**src/rtl/seg7_bcd_capture_if.sv**
```systemverilog
// Bus between a multiplexed 7-segment display driver and the capture block.
// Optional decimal-point lines exist only when SEG7_CAP_DP_EN is defined.
interface seg7_bcd_capture_if #(
    parameter int NUM_DIGITS = 4
);
    logic                    capture_en;
    logic [6:0]              seg_in;
    logic [NUM_DIGITS-1:0]   an_in;
    logic [4*NUM_DIGITS-1:0] bcd_out;
    logic [NUM_DIGITS-1:0]   digit_err;
    logic                    frame_valid;
    logic [1:0]              dbg_state;
`ifdef SEG7_CAP_DP_EN
    logic                    dp_in;
    logic [NUM_DIGITS-1:0]   dp_out;

    modport master (
        output capture_en, seg_in, an_in, dp_in,
        input  bcd_out, digit_err, frame_valid, dbg_state, dp_out
    );
    modport slave (
        input  capture_en, seg_in, an_in, dp_in,
        output bcd_out, digit_err, frame_valid, dbg_state, dp_out
    );
`else
    modport master (
        output capture_en, seg_in, an_in,
        input  bcd_out, digit_err, frame_valid, dbg_state
    );
    modport slave (
        input  capture_en, seg_in, an_in,
        output bcd_out, digit_err, frame_valid, dbg_state
    );
`endif
endinterface

```
**src/rtl/seg7_bcd_capture.sv**
```systemverilog
// Snoops a multiplexed 7-segment bus and decodes each stable digit back to a hex code.
// Define SEG7_CAP_DP_EN to also capture the decimal point per digit.
module seg7_bcd_capture #(
    parameter int NUM_DIGITS     = 4,
    parameter int STABLE_CYCLES  = 4,
    parameter int SEG_ACTIVE_LOW = 0,
    parameter int AN_ACTIVE_LOW  = 1
) (
    input  logic clk,
    input  logic rst_n,
    seg7_bcd_capture_if.slave bus
);
`ifdef SEG7_CAP_DP_EN
    localparam int SEG_W = 8;
`else
    localparam int SEG_W = 7;
`endif
    localparam int S_W = NUM_DIGITS + SEG_W;
    localparam logic [7:0] STABLE_W = 8'(STABLE_CYCLES);

    typedef enum logic [1:0] {ST_WAIT = 2'd0, ST_COUNT = 2'd1, ST_HELD = 2'd2} state_t;

    function automatic logic is_onehot(input logic [NUM_DIGITS-1:0] v);
        return (v != '0) && ((v & (v - NUM_DIGITS'(1))) == '0);
    endfunction

    // Returns {recognised, code}; anything but an exact table match is unrecognised.
    function automatic logic [4:0] decode_seg(input logic [6:0] p);
        case (p)
            7'b1111110: return 5'h10;
            7'b0110000: return 5'h11;
            7'b1101101: return 5'h12;
            7'b1111001: return 5'h13;
            7'b0110011: return 5'h14;
            7'b1011011: return 5'h15;
            7'b1011111: return 5'h16;
            7'b1110000: return 5'h17;
            7'b1111111: return 5'h18;
            7'b1111011: return 5'h19;
            7'b1110111: return 5'h1A;
            7'b0011111: return 5'h1B;
            7'b1001110: return 5'h1C;
            7'b0111101: return 5'h1D;
            7'b1001111: return 5'h1E;
            7'b1000111: return 5'h1F;
            default:    return 5'h00;
        endcase
    endfunction

    logic [SEG_W-1:0]        w_seg_raw;
    logic [SEG_W-1:0]        r_seg_m, r_seg_s;
    logic [NUM_DIGITS-1:0]   r_an_m, r_an_s;
    logic [SEG_W-1:0]        w_seg_norm;
    logic [NUM_DIGITS-1:0]   w_an_norm;
    logic [S_W-1:0]          w_s, r_s;
    logic [NUM_DIGITS-1:0]   w_an_held;
    logic [4:0]              w_dec;
    logic                    w_changed, w_new_valid, w_accept;
    logic [NUM_DIGITS-1:0]   w_seen_next;
    state_t                  r_state, w_state_nx;
    logic [7:0]              r_cnt, w_cnt_nx;
    logic [4*NUM_DIGITS-1:0] r_bcd;
    logic [NUM_DIGITS-1:0]   r_err, r_seen;
    logic                    r_fv;

`ifdef SEG7_CAP_DP_EN
    logic [NUM_DIGITS-1:0]   r_dp;
    assign w_seg_raw  = {bus.dp_in, bus.seg_in};
    assign bus.dp_out = r_dp;
`else
    assign w_seg_raw  = bus.seg_in;
`endif

    // Two-flop synchroniser for the asynchronous display bus.
    always_ff @(posedge clk or negedge rst_n) begin
        if (!rst_n) begin
            r_seg_m <= '0;
            r_seg_s <= '0;
            r_an_m  <= '0;
            r_an_s  <= '0;
            r_s     <= '0;
        end else begin
            r_seg_m <= w_seg_raw;
            r_seg_s <= r_seg_m;
            r_an_m  <= bus.an_in;
            r_an_s  <= r_an_m;
            r_s     <= w_s;
        end
    end

    assign w_seg_norm  = (SEG_ACTIVE_LOW != 0) ? ~r_seg_s : r_seg_s;
    assign w_an_norm   = (AN_ACTIVE_LOW != 0) ? ~r_an_s : r_an_s;
    assign w_s         = {w_an_norm, w_seg_norm};
    assign w_an_held   = r_s[S_W-1 -: NUM_DIGITS];
    assign w_dec       = decode_seg(r_s[6:0]);
    assign w_changed   = (w_s != r_s);
    assign w_new_valid = is_onehot(w_an_norm);
    assign w_seen_next = r_seen | w_an_held;

    always_ff @(posedge clk or negedge rst_n) begin
        if (!rst_n) begin
            r_state <= ST_WAIT;
            r_cnt   <= '0;
        end else begin
            r_state <= w_state_nx;
            r_cnt   <= w_cnt_nx;
        end
    end

    // r_cnt counts consecutive identical samples of r_s; accept fires once per stable period.
    always_comb begin
        w_state_nx = r_state;
        w_cnt_nx   = r_cnt;
        w_accept   = bus.capture_en && (r_state == ST_COUNT) && (r_cnt == STABLE_W);
        if (!bus.capture_en) begin
            w_state_nx = ST_WAIT;
            w_cnt_nx   = '0;
        end else if (w_changed) begin
            w_cnt_nx   = 8'd1;
            w_state_nx = w_new_valid ? ST_COUNT : ST_WAIT;
        end else begin
            case (r_state)
                ST_WAIT: begin
                    if (w_new_valid) begin
                        w_state_nx = ST_COUNT;
                        w_cnt_nx   = 8'd1;
                    end
                end
                ST_COUNT: begin
                    if (w_accept) w_state_nx = ST_HELD;
                    else          w_cnt_nx   = r_cnt + 8'd1;
                end
                ST_HELD: w_state_nx = ST_HELD;
                default: w_state_nx = ST_WAIT;
            endcase
        end
    end

    always_ff @(posedge clk or negedge rst_n) begin
        if (!rst_n) begin
            r_bcd  <= '0;
            r_err  <= '0;
            r_seen <= '0;
            r_fv   <= 1'b0;
`ifdef SEG7_CAP_DP_EN
            r_dp   <= '0;
`endif
        end else begin
            r_fv <= 1'b0;
            if (w_accept) begin
                for (int i = 0; i < NUM_DIGITS; i++) begin
                    if (w_an_held[i]) begin
                        if (w_dec[4]) r_bcd[4*i +: 4] <= w_dec[3:0];
                        r_err[i] <= ~w_dec[4];
`ifdef SEG7_CAP_DP_EN
                        r_dp[i]  <= r_s[7];
`endif
                    end
                end
                if (&w_seen_next) begin
                    r_fv   <= 1'b1;
                    r_seen <= '0;
                end else begin
                    r_seen <= w_seen_next;
                end
            end
        end
    end

    assign bus.bcd_out     = r_bcd;
    assign bus.digit_err   = r_err;
    assign bus.frame_valid = r_fv;
    assign bus.dbg_state   = r_state;
endmodule

```
**src/flat_wrapper.sv**
```systemverilog
// flat-port wrapper written by rule: the top's interface ports become plain ports
module seg7_bcd_capture_flat 
#(
    parameter int NUM_DIGITS     = 4,
    parameter int STABLE_CYCLES  = 4,
    parameter int SEG_ACTIVE_LOW = 0,
    parameter int AN_ACTIVE_LOW  = 1
)
  (clk, rst_n, bus_capture_en, bus_seg_in, bus_an_in, bus_bcd_out, bus_digit_err, bus_frame_valid, bus_dbg_state);
  seg7_bcd_capture_if #(.NUM_DIGITS(NUM_DIGITS)) bus_i ();
  input  logic clk;
  input  logic rst_n;
  input wire logic [$bits(bus_i.capture_en)-1:0] bus_capture_en;
  input wire logic [$bits(bus_i.seg_in)-1:0] bus_seg_in;
  input wire logic [$bits(bus_i.an_in)-1:0] bus_an_in;
  output wire logic [$bits(bus_i.bcd_out)-1:0] bus_bcd_out;
  output wire logic [$bits(bus_i.digit_err)-1:0] bus_digit_err;
  output wire logic [$bits(bus_i.frame_valid)-1:0] bus_frame_valid;
  output wire logic [$bits(bus_i.dbg_state)-1:0] bus_dbg_state;
  assign bus_i.capture_en = bus_capture_en;
  assign bus_i.seg_in = bus_seg_in;
  assign bus_i.an_in = bus_an_in;
  assign bus_bcd_out = bus_i.bcd_out;
  assign bus_digit_err = bus_i.digit_err;
  assign bus_frame_valid = bus_i.frame_valid;
  assign bus_dbg_state = bus_i.dbg_state;
  seg7_bcd_capture #(.NUM_DIGITS(NUM_DIGITS), .STABLE_CYCLES(STABLE_CYCLES), .SEG_ACTIVE_LOW(SEG_ACTIVE_LOW), .AN_ACTIVE_LOW(AN_ACTIVE_LOW)) u_core (.clk(clk), .rst_n(rst_n), .bus(bus_i));
endmodule
```
**config.mk**
```make
export PLATFORM = sky130hd
export DESIGN_NAME = seg7_bcd_capture_flat
export DESIGN_NICKNAME = d
export VERILOG_FILES = /design/src/rtl/seg7_bcd_capture_if.sv /design/src/rtl/seg7_bcd_capture.sv /design/src/flat_wrapper.sv
export SDC_FILE = /design/constraint.sdc
export NUM_CORES = 1
export LEC_CHECK = 0
export CAP_MARGIN = 10
export CORE_ASPECT_RATIO = 0.8
export CORE_MARGIN = 2
export CORE_UTILIZATION = 55
export DETAILED_ROUTE_END_ITERATION = 16
export GPL_ROUTABILITY_DRIVEN = 0
export GPL_TIMING_DRIVEN = 0
export PLACE_DENSITY = 0.9
export SYNTH_ARGS = -nofsm -noshare
export SYNTH_HDL_FRONTEND = slang
export SYNTH_SLANG_ARGS = --single-unit
```
**constraint.sdc**
```tcl
create_clock -name clk -period 2.6 [get_ports clk]
set_input_delay 0.52 -clock clk [delete_from_list [all_inputs] [get_ports clk]]
set_output_delay 0.52 -clock clk [all_outputs]
set_load 0.005 [all_outputs]
```
After elaboration in Yosys (flattened, before gate mapping) --
Index checks and enable logic that the tools add are counted. W data, S select, Z words.
Operators by class: $add $sub $neg 2, eq/ne operators 24, multiplexer cells 15, bitwise operators 4, reductions and logical operators 17
Operator list (number):
- $eq A7 B7 Y1 const B | 12
- $pmux W5 S16 | 1
- $mux W8 | 4
- $eq A7 B6 Y1 const B | 3
- $pmux W8 S2 | 1
- $reduce_and A3 Y1 | 5
- $ne A11 B11 Y1 | 1
- $reduce_and A2 Y1 | 5
- $add A8 B1 Y8 const B | 1
- $eq A8 B3 Y1 const B | 1
- $mux W2 | 4
- $ne A4 B2 Y1 const B | 2
- $eq A7 B5 Y1 const B | 1
- $pmux W2 S3 | 1
- $and A4 B4 Y4 | 1
- $logic_not A4 Y1 | 1
- $mux W4 | 1
- $ne A4 B1 Y1 const B | 1
- $ne A4 B3 Y1 const B | 1
- $not A4 Y4 | 1
- $or A4 B4 Y4 | 1
- $reduce_and A4 Y1 | 1
- $reduce_bool A4 Y1 | 1
- $sub A4 B1 Y4 const B | 1
- 6 further kinds | 10
Storage, ports and cells: bits in registers 68, input bits 14, output and inout port bits 23, logic and storage cells 79

Depth between registers and ports, before layout --
depth in word-level cells 9, mapped depth 8, gate-level depth less buffers 7

Worst setup path after synthesis --
Ideal clock, no wire load.
path kind reg2reg, from register u_core.r_state[1] (netlist: u_core.bus.dbg_state[1]), to register u_core.r_bcd[13] (netlist: u_core.bus.bcd_out[13]), library setup time 0.125 ns, data arrival time 2.098 ns, required time 2.475 ns, slack 0.377 ns, stages on the path, launching flop included 9, buffers on the path 1, period minus slack after synthesis 2.223 ns, cell sequence dfrtp_1 inv_1 ha_1 clkbuf_1 inv_1 nor4_4 nand2_1 a21oi_2 mux2_2
On the way: cells in the longest elaborated chain, start to end 4
RTL lines:
- start, declared | line seg7_bcd_capture.sv:60 | state_t r_state, w_state_nx;
- start signal, assigned | line seg7_bcd_capture.sv:105 | r_state <= w_state_nx;
- $eq A2 B1 Y1 | line seg7_bcd_capture.sv:114 | w_accept = bus.capture_en && (r_state == ST_COUNT) && (r_cnt == STABLE_W);
- $logic_and A1 B1 Y1 (2 in a row) | line seg7_bcd_capture.sv:114
- $reduce_and A3 Y1 (no line)
- end signal, assigned by index | line seg7_bcd_capture.sv:153 | if (w_dec[4]) r_bcd[4*i +: 4] <= w_dec[3:0];
- end, declared | line seg7_bcd_capture.sv:62 | logic [4*NUM_DIGITS-1:0] r_bcd;
No other way between the ends. A chain may end at the register's enable or synchronous reset.

Worst setup path after layout --
from register u_core.r_state[1] (netlist: u_core.bus.dbg_state[1]), to register u_core.r_bcd[5] (netlist: u_core.bus.bcd_out[5])
The elaborated chain is that of the path after synthesis.

==> impl_results.md <==
- Final hold viol count: 0
- TNS Setup: 0 ns
- Clock Root Buffer: clkbuf_8
- Hold Buf Count CTS: 0
- Synthesized area per cell: 10.9 µm²
- RSZ-0062 raised after global routing: no
- Post-synth EDFFs: 0
- Hold WS: 0.266 ns
- Hold WC Path Type: input port to async pin
- Filler instances: 378
- Post-DRT Antenna Nets: 0
- CP endpoint kind: flop
- Worst Setup Path Type: flop to flop
- Switch share: 23.5%
- Clk pin slew, worst setup/hold paths: 0.08 ns
- Clk pwr share: 45.3%
- Vias in the first global route: 2164
- Combinational share of power: 7.4%
- Max-Cap Viols: 0
- Post-synth top flop: dfrtp_1
- Remaining Overflow, GRT: 0
- Multi-input combinational cell area: 1220 µm²
- DRC Markers: 0
- CTS Buf Count: 9
- Largest net degree at the start of global routing: 69
- GRT Overall Usage: 22.6%
- DR WL/cell: 16.1 µm
- Post-DP HPWL: 4280 µm
- # clock sinks: 68
- Latest clock arrival within the worst-skew pair: 0.34 ns
- Placed cell area: 3460 µm²
- Synthesized instance count: 277
- CTS H-Tree Depth: 3
- Maximum vdd ir drop: 0.394 mV
- Worst Setup Start Kind: flop
- Cell internal pwr: 0.00180 W
- PortBufs: 36
- Via density: 6.06
- PD cells: 629 nW/µm²
- Final cycle utilization of the critical path: 91.4%
- CTS tree: done
- Yosys cell types: 52
- Skew final: 0.00654 ns
- Chip width: 86.9 µm
- Slew HR: 45.8%
- Net count after synthesis: 295
- Placed Instances: 378
- Synth warnings: 0
- Static Leak: 1.60 nW
- Fmax: 421 MHz
- Setup-failing EPs final: 0
- Antenna diode instance count: 0
- Worst-margin pin slew: 0.814 ns
- Total core area: 5380 µm²
- Post-Syn Area: 3020 µm²
- Register area share after synthesis: 56.3%
- Worst EP arrival: 2.61 ns
- Via count: 2393
- # IOs: 37
- Initial antenna violation count: 0
- Post-route cell area: 3730 µm²
- Routed WL: 6350 µm
- Final Critical Period: 2.38 ns
- Layout area overhead: 23.4%
- Max clock buf depth: 2
- Register area: 1700 µm²
- Chip height: 70.3 µm
- Post-layout net count: 343
- Fin. max-slew vios: 0
- First-pass GRT wire length: 10600 µm
- Sequential share of power: 47.4%
- Run status: finished, final reports clean
- CP Data Required Time: 2.83 ns
- Non-Filler Instances: 395
- DRT iter0 DRCs: 232
- Synth async-reset ratio: 100%
- FP Rows: 24
- Initial DRT Pass Iterations: 5
- P_sw: 0.000551 W
- Synthesized flop and latch total: 68
- Share of layout cells above drive strength 1: 10.9%
- Initial Utilization: 56.3%
- CP Max Fanout: 10
- Die footprint: 6110 µm²
- Tot Pwr: 0.00235 W
placed cells by master (no fill, tap or decap), types with 6 or more instances in the layout:
cell type	instances
a21oi_1	8
clkbuf_1	6
clkbuf_8	9
clkdlybuf4s50_1	35
dfrtp_1	68
inv_1	21
nand2_1	23
nand2b_1	6
nand3_1	11
nor2_1	13
o21ai_0	9
o22ai_1	10
xnor2_1	8
registers in the layout (all words and copies together) (netlist names):
signal                  cells
u_core.bus.bcd_out         16
u_core.bus.dbg_state        2
u_core.bus.digit_err        4
u_core.bus.frame_valid      1
u_core.r_an_m               4
u_core.r_an_s               4
u_core.r_cnt                8
u_core.r_s                 11
u_core.r_seen               4
u_core.r_seg_m              7
u_core.r_seg_s              7
critical path, stage by stage, from the launching register on:
cell and delay (ns):
dfrtp_1 0.39, inv_1 0.09, ha_1 0.38, inv_1 0.20, nor4_4 0.23, buf_4 0.19
nand2_1 0.12, a21oi_2 0.28, mux2_2 0.38
final timing paths:
kind	start	endpoint	cells past startpoint	slack, ns
worst min-delay path	rst_n	u_core.bus.bcd_out[13]	1	0.27
worst min register to register	u_core.r_seg_m[3]	u_core.r_seg_s[3]	0	0.35
max in group asynchronous	rst_n	u_core.r_an_s[3]	1	1.80
worst max-delay path	u_core.bus.dbg_state[1]	u_core.bus.bcd_out[5]	8	0.22
worst max register to register	u_core.bus.dbg_state[1]	u_core.bus.bcd_out[5]	8	0.22
min in group clk	u_core.r_seg_m[3]	u_core.r_seg_s[3]	0	0.35
metrics by stage:
step	util [%]	worst slack [ns]
2_1_floorplan	-	0.377
3_3_place_gp	64.5	-1.03
3_5_place_dp	64.4	-0.0616
4_1_cts	69.3	0.139
5_1_grt	69.4	0.0584
6_report	69.4	0.222
Yosys cell counts (all sizes together) (3+ instances only):
master | number | area (µm²)
a31oi | 5 | 31.3
nor2b | 3 | 18.8
xnor2 | 8 | 70.1
clkbuf | 7 | 26.3
nor3 | 3 | 15.0
nand2 | 23 | 86.3
o32ai | 4 | 35.0
nand2b | 6 | 37.5
xor2 | 5 | 43.8
a21oi | 11 | 66.3
o21ai | 9 | 45.0
nand3b | 4 | 30.0
o211ai | 4 | 30.0
mux2 | 4 | 45.0
a211oi | 4 | 30.0
inv | 21 | 78.8
nand3 | 11 | 55.1
a2bb2oi | 4 | 35.0
o22ai | 10 | 62.6
ha | 4 | 50.1
and3 | 5 | 31.3
dfrtp | 68 | 1700
nor4 | 7 | 71.3
nand4 | 3 | 18.8
nor2 | 13 | 48.8
and2 | 4 | 27.5
cell families after synthesis:
| kind of cell | Yosys count | share of synthesized area (%) |
|---|---|---|
| xor+xnor | 13 | 3.77 |
| compound gates | 64 | 14.9 |
| simple gates | 94 | 18.2 |
| mux | 4 | 1.49 |
| flops | 68 | 56.3 |
| fa+ha+maj | 4 | 1.66 |
| buf+inv | 30 | 3.81 |
layer usage:
metal | vias up | global-route usage [%] | wire length (µm)
met4 | 0 | 7.29 | 74
li1 | 1098 | - | -
met3 | 11 | 6.03 | 411
met2 | 117 | 34.5 | 3020
met1 | 1167 | 31.5 | 2840
met5 | - | 0 | 0
power groups by stage:
stage / sequential (W) / combinational (W) / clock [W]
2_1_floorplan: 0.00112 / 0.000103 / 0
3_3_place_gp: 0.00113 / 0.000163 / 0
3_5_place_dp: 0.00113 / 0.000168 / 0
4_1_cts: 0.00111 / 0.000172 / 0.00108
5_1_grt: 0.00112 / 0.000192 / 0.00113
6_report: 0.00111 / 0.000174 / 0.00106
final cells by class:
cell class | instances | area share (%)
Sequential cell | 68 | 45.6
Clock inverter | 7 | 3.32
Inverter | 21 | 2.11
Timing Repair Buffer | 38 | 9.99
Buffer | 8 | 0.872
Clock buffer | 9 | 3.32
Tap cell | 65 | 2.18
Multi-Input combinational cell | 179 | 32.6
repair_timing:
item	4_1_cts	5_1_grt
setup buffers	2	0
resized for setup	0	1
pin swaps	1	0
endpoints found under the setup margin	4	9
(Power assumes the default switching activity.)
